[src/rtl/data_out_serializer.sv]
// Word-to-byte serializer. A 32-bit word is captured on Load and sent out
// as 1, 2 or 4 bytes over a valid/ready byte channel. Each byte carries an
// address that starts at the captured base and counts up, wrapping at the
// address width. All outputs are registered.
//
//  state | meaning
//  ------+------------------------------------------------------------
//  IDLE  | waiting for Load; ByteValid=0, Busy=0; Done may pulse here
//  SEND  | presenting byte 'index' of the captured word until accepted
module data_out_serializer #(
    parameter int ADDR_WIDTH = 16
) (
    input  logic                  Clock,
    input  logic                  Reset,
    input  logic [31:0]           I,
    input  logic                  Load,
    input  logic [1:0]            Size,
    input  logic                  Order,
    input  logic [ADDR_WIDTH-1:0] AddrBase,
    output logic [7:0]            ByteOut,
    output logic                  ByteValid,
    input  logic                  ByteReady,
    output logic [ADDR_WIDTH-1:0] Address,
    output logic                  Busy,
    output logic                  Done
);

    typedef enum logic {
        IDLE = 1'b0,
        SEND = 1'b1
    } state_t;

    state_t                state, state_nxt;
    logic [31:0]           word, word_nxt;
    logic [1:0]            last_idx, last_idx_nxt;   // byte count minus one
    logic                  order_q, order_nxt;
    logic [ADDR_WIDTH-1:0] base, base_nxt;
    logic [1:0]            index, index_nxt;

    logic [7:0]            byte_nxt;
    logic [ADDR_WIDTH-1:0] addr_nxt;
    logic                  valid_nxt;
    logic                  busy_nxt;
    logic                  done_nxt;

    // Byte k of the selected field; big-endian order counts down from the
    // top byte of the field, not from the top of the 32-bit word.
    function automatic logic [7:0] pick_byte(
        input logic [31:0] w,
        input logic [1:0]  last,
        input logic        ord,
        input logic [1:0]  k
    );
        logic [1:0] pos;
        pos = ord ? (last - k) : k;
        return w[{pos, 3'b000} +: 8];
    endfunction

    // State, captured transfer context and registered outputs.
    always_ff @(posedge Clock or posedge Reset) begin
        if (Reset) begin
            state     <= IDLE;
            word      <= '0;
            last_idx  <= '0;
            order_q   <= 1'b0;
            base      <= '0;
            index     <= '0;
            ByteOut   <= '0;
            Address   <= '0;
            ByteValid <= 1'b0;
            Busy      <= 1'b0;
            Done      <= 1'b0;
        end else begin
            state     <= state_nxt;
            word      <= word_nxt;
            last_idx  <= last_idx_nxt;
            order_q   <= order_nxt;
            base      <= base_nxt;
            index     <= index_nxt;
            ByteOut   <= byte_nxt;
            Address   <= addr_nxt;
            ByteValid <= valid_nxt;
            Busy      <= busy_nxt;
            Done      <= done_nxt;
        end
    end

    // Next-state and next-output logic; outputs are computed one cycle ahead
    // so the first byte is presented on the edge that samples Load.
    always_comb begin
        state_nxt    = state;
        word_nxt     = word;
        last_idx_nxt = last_idx;
        order_nxt    = order_q;
        base_nxt     = base;
        index_nxt    = index;
        byte_nxt     = ByteOut;
        addr_nxt     = Address;
        valid_nxt    = 1'b0;
        busy_nxt     = 1'b0;
        done_nxt     = 1'b0;

        case (state)
            IDLE: begin
                if (Load) begin
                    state_nxt = SEND;
                    word_nxt  = I;
                    case (Size)
                        2'b00:   last_idx_nxt = 2'd0;
                        2'b01:   last_idx_nxt = 2'd1;
                        default: last_idx_nxt = 2'd3;
                    endcase
                    order_nxt = Order;
                    base_nxt  = AddrBase;
                    index_nxt = 2'd0;
                    byte_nxt  = pick_byte(I, last_idx_nxt, Order, 2'd0);
                    addr_nxt  = AddrBase;
                    valid_nxt = 1'b1;
                    busy_nxt  = 1'b1;
                end
            end

            SEND: begin
                valid_nxt = 1'b1;
                busy_nxt  = 1'b1;
                if (ByteReady) begin
                    if (index == last_idx) begin
                        state_nxt = IDLE;
                        valid_nxt = 1'b0;
                        busy_nxt  = 1'b0;
                        done_nxt  = 1'b1;
                    end else begin
                        index_nxt = index + 2'd1;
                        byte_nxt  = pick_byte(word, last_idx, order_q, index_nxt);
                        addr_nxt  = base + ADDR_WIDTH'(index_nxt);
                    end
                end
            end

            default: state_nxt = IDLE;
        endcase
    end

endmodule
[config.mk]
export PLATFORM = sky130hd
export DESIGN_NAME = data_out_serializer
export DESIGN_NICKNAME = d
export VERILOG_FILES = /design/src/rtl/data_out_serializer.sv
export SDC_FILE = /design/constraint.sdc
export NUM_CORES = 1
export LEC_CHECK = 0
export CAP_MARGIN = 20
export CORE_MARGIN = 1
export CORE_UTILIZATION = 51
export DETAILED_ROUTE_END_ITERATION = 8
export PLACE_DENSITY = 0.77
export SYNTH_ARGS = -nofsm -noshare
export SYNTH_HDL_FRONTEND = slang
export SYNTH_SLANG_ARGS = --single-unit
[constraint.sdc]
create_clock -name Clock -period 2.5 [get_ports Clock]
set_input_delay 0.25 -clock Clock [delete_from_list [all_inputs] [get_ports Clock]]
set_output_delay 0.25 -clock Clock [all_outputs]
set_load 0.02 [all_outputs]
==> impl_metrics.json <==
{
  "power_leakage_nw": 2.454,
  "holdWs_ns": 0.2578,
  "die_y_um": 89.34,
  "grt_pass1_vias": 3233,
  "initial_utilization": 0.5306,
  "cts_buffers": 9,
  "critPathBufInv": 2,
  "skew_ns": 0.006990,
  "ios": 82,
  "fin_crit_sh": 0.9445,
  "final_area_um2": 5057,
  "setup_viol": 0,
  "detail-route-antenna-nets": 0,
  "core_area_um2": 7331,
  "grt_max_degree": 52,
  "synth_edf_count": 0,
  "post_cts_buffers": 0,
  "root_buffer": "clkbuf_8",
  "drt-initial-drc-count": 245,
  "slowest_stage": "mux4_1",
  "cts-hold-fix-buffers": 0,
  "drive_gt1_frac": 0.07510,
  "cts-htree-levels": 3,
  "fin_nets": 560,
  "ys_ff_latch": 79,
  "cts_buffer_depth": 2,
  "clock-sinks": 79,
  "dpl.hpwl_mm": 6.561,
  "drc_errors": 0,
  "gr-total-overflow": 0,
  "postPlaceCellArea_um2": 4851,
  "diodes": 0,
  "area_growth_pct": 30.01,
  "required_ns": 2.74,
  "irDropWorstVdd_uv": 514.4,
  "finalHoldViolations": 0,
  "p_per_area_nw_per_um2": 1239,
  "cts_tree": "done",
  "ys_types": 45,
  "r2r-end": "ByteOut[3]$_DFFE_PP0P_",
  "synth_area_um2": 3890,
  "clkTransAtPathRegs_ns": 0.08,
  "cp-end-kind": "flop",
  "max_freq_mhz": 423.5,
  "place_ws_ns": 0.1983,
  "vias": 3262,
  "setup_ws_ns": 0.1388,
  "yosysWarningCount": 0,
  "wirelength_mm": 9.328,
  "cpPeakStageDelay_ns": 0.57,
  "period_needed_ns": 2.361,
  "fp.dieW_um": 89.34,
  "gp_congestion": 0.8605,
  "firstDrtPassIters": 5,
  "status": "complete, no violations",
  "clock_latency_ns": 0.35,
  "reg2reg_from": "index[0]$_DFFE_PP0P_",
  "ys_seq_area_frac": 0.5082,
  "syn_avg_cell_area_um2": 9.328,
  "crit_type": "flop to flop",
  "cp.arrival_ns": 2.60,
  "tightest_slew_ns": 0.6254,
  "antenna_found_initial": 0,
  "drv_slew": 0,
  "ff2ff_setup_slack_ns": 0.14,
  "viasPerCell": 5.392,
  "synthArstFlopShare": 1.000,
  "grt_usage": 0.2609,
  "io_buffer_count": 81,
  "cap_violations": 0,
  "setup_tns_ns": 0,
  "cts_resized": 0,
  "worstPathCellList": "inv_1 > ha_1 > mux2i_2 > buf_4 > mux4_1 > a211o_1",
  "row_count": 31,
  "grt_pass1_wl_mm": 15.53,
  "wire_per_inst_um": 15.42,
  "rsz0062_at_grt": "false",
  "die_area_um2": 7981,
  "timing.slew.headroom": 0.5723,
  "synth_nets": 476,
  "synthCells": 417,
  "cp_top_family": "multiplexers",
  "crit_fanout": 5,
  "cp-start-kind": "flop",
  "synth_ff_type": "dfrtp_1",
  "worst_hold_path_type": "primary input to asynchronous set/reset pin",
  "worstRegToRegCells": 6
}
==> metrics by stage <==
step / power (mW) / instances / utilization
floorplan: 4.224 / 417 / -
global placement: 5.137 / 589 / 0.6617
detailed placement: 5.261 / 589 / 0.6617
CTS: 6.285 / 605 / 0.6899
global route: 6.724 / 605 / 0.6899
finish: 6.264 / 605 / 0.6899
==> where the power goes <==
part           internal (mW)  leakage, nW  switching, mW
combinational           1.45         1.37           1.50
clock                  0.565       0.0978          0.439
sequential              1.88        0.984          0.430
==> area by class of cell <==
| class | count | area [um2] |
|---|---|---|
| clock buffer | 13 | 138.9 |
| sequential | 79 | 1977 |
| fill | 586 | 2273 |
| timing repair buffer | 95 | 915.9 |
| inverter | 4 | 16.27 |
| multi-input combinational | 312 | 1818 |
| clock inverter | 3 | 67.56 |
| tap | 99 | 123.9 |
==> synthesized netlist by cell type (2+ instances only) <==
cell,count,share of area
nand2_1,175,0.17
a211o_1,6,0.014
buf_2,3,0.0039
mux2i_1,11,0.028
inv_1,3,0.0029
xor2_1,5,0.011
o21ai_0,18,0.023
o22ai_1,8,0.013
ha_1,3,0.0097
a21o_1,2,0.0039
nand3_1,3,0.0039
nor2_1,15,0.014
clkbuf_1,18,0.017
dfrtp_1,79,0.51
o211ai_1,2,0.0039
a21oi_1,2,0.0026
nand4_1,2,0.0032
and3_1,8,0.013
mux4_1,8,0.054
nor3_1,4,0.0051
o2bb2ai_1,2,0.0045
a211oi_1,2,0.0039
xnor2_1,10,0.023
a21bo_2,2,0.0051
a2111oi_0,6,0.014
==> worst register-to-register path, stage by stage (launching register included) <==
cell,delay (ns)
dfrtp_1,0.47
inv_1,0.12
ha_1,0.35
mux2i_2,0.23
buf_4,0.21
mux4_1,0.57
a211o_1,0.30
==> worst max path at each step <==
| stage | endpoint | depth (start not counted) | slack, ns | from |
|---|---|---|---|---|
| after global routing | ByteOut[4]$_DFFE_PP0P_ | 6 | 0.03 | index[0]$_DFFE_PP0P_ |
| after detailed placement | ByteOut[3]$_DFFE_PP0P_ | 6 | 0.20 | index[0]$_DFFE_PP0P_ |
| after global placement | ByteOut[3]$_DFFE_PP0P_ | 6 | 0.29 | index[0]$_DFFE_PP0P_ |
| after floorplan | ByteOut[2]$_DFFE_PP0P_ | 5 | 0.22 | index[0]$_DFFE_PP0P_ |
| after CTS | ByteOut[3]$_DFFE_PP0P_ | 6 | 0.14 | index[0]$_DFFE_PP0P_ |
| final | ByteOut[3]$_DFFE_PP0P_ | 6 | 0.14 | index[0]$_DFFE_PP0P_ |
==> layer usage <==
layer  vias to the layer above  global-route usage  routed length (um)
met1                      1557              0.3643                4217
met5                         -                   0                   0
met2                       122              0.4150                4502
li1                       1571                   -                   -
met4                         0             0.06926                 106
met3                        12             0.05817                 501
==> registers in the layout (all words and copies together) (netlist names) <==
signal and flops:
order_q 1, state 1, Done 1, ByteOut 8, base 16, last_idx 2, word 32, Address 16
index 2
==> cells by family after synthesis <==
family,after synthesis,synth area share
AND/OR/NAND/NOR,215,0.2223
flip-flops,79,0.5082
AO/OA/AOI/OAI,56,0.09971
buffers and inverters,26,0.02702
multiplexers,20,0.08588
XOR/XNOR,17,0.04214
adder cells (fa/ha/maj),4,0.01480
==> layout by cell type, fill, tap and decap left out, drive strengths merged, types with 2 or more instances in the layout <==
cell             n
mux2i           12
a21oi            2
a21o             3
xnor2           11
clkdlybuf4s50   81
o22ai            8
buf             14
a2111oi          6
bufinv           2
nand4            2
a21bo            2
ha               3
nand2          175
a211o            6
nor3             4
a211oi           2
dfrtp           79
clkbuf          13
xor2             6
clkinv           2
mux4             8
o2bb2ai          2
nand3            3
and3             8
o211ai           2
o21ai           18
nor2            16
inv              2
Power figures use the tool's default switching activity.
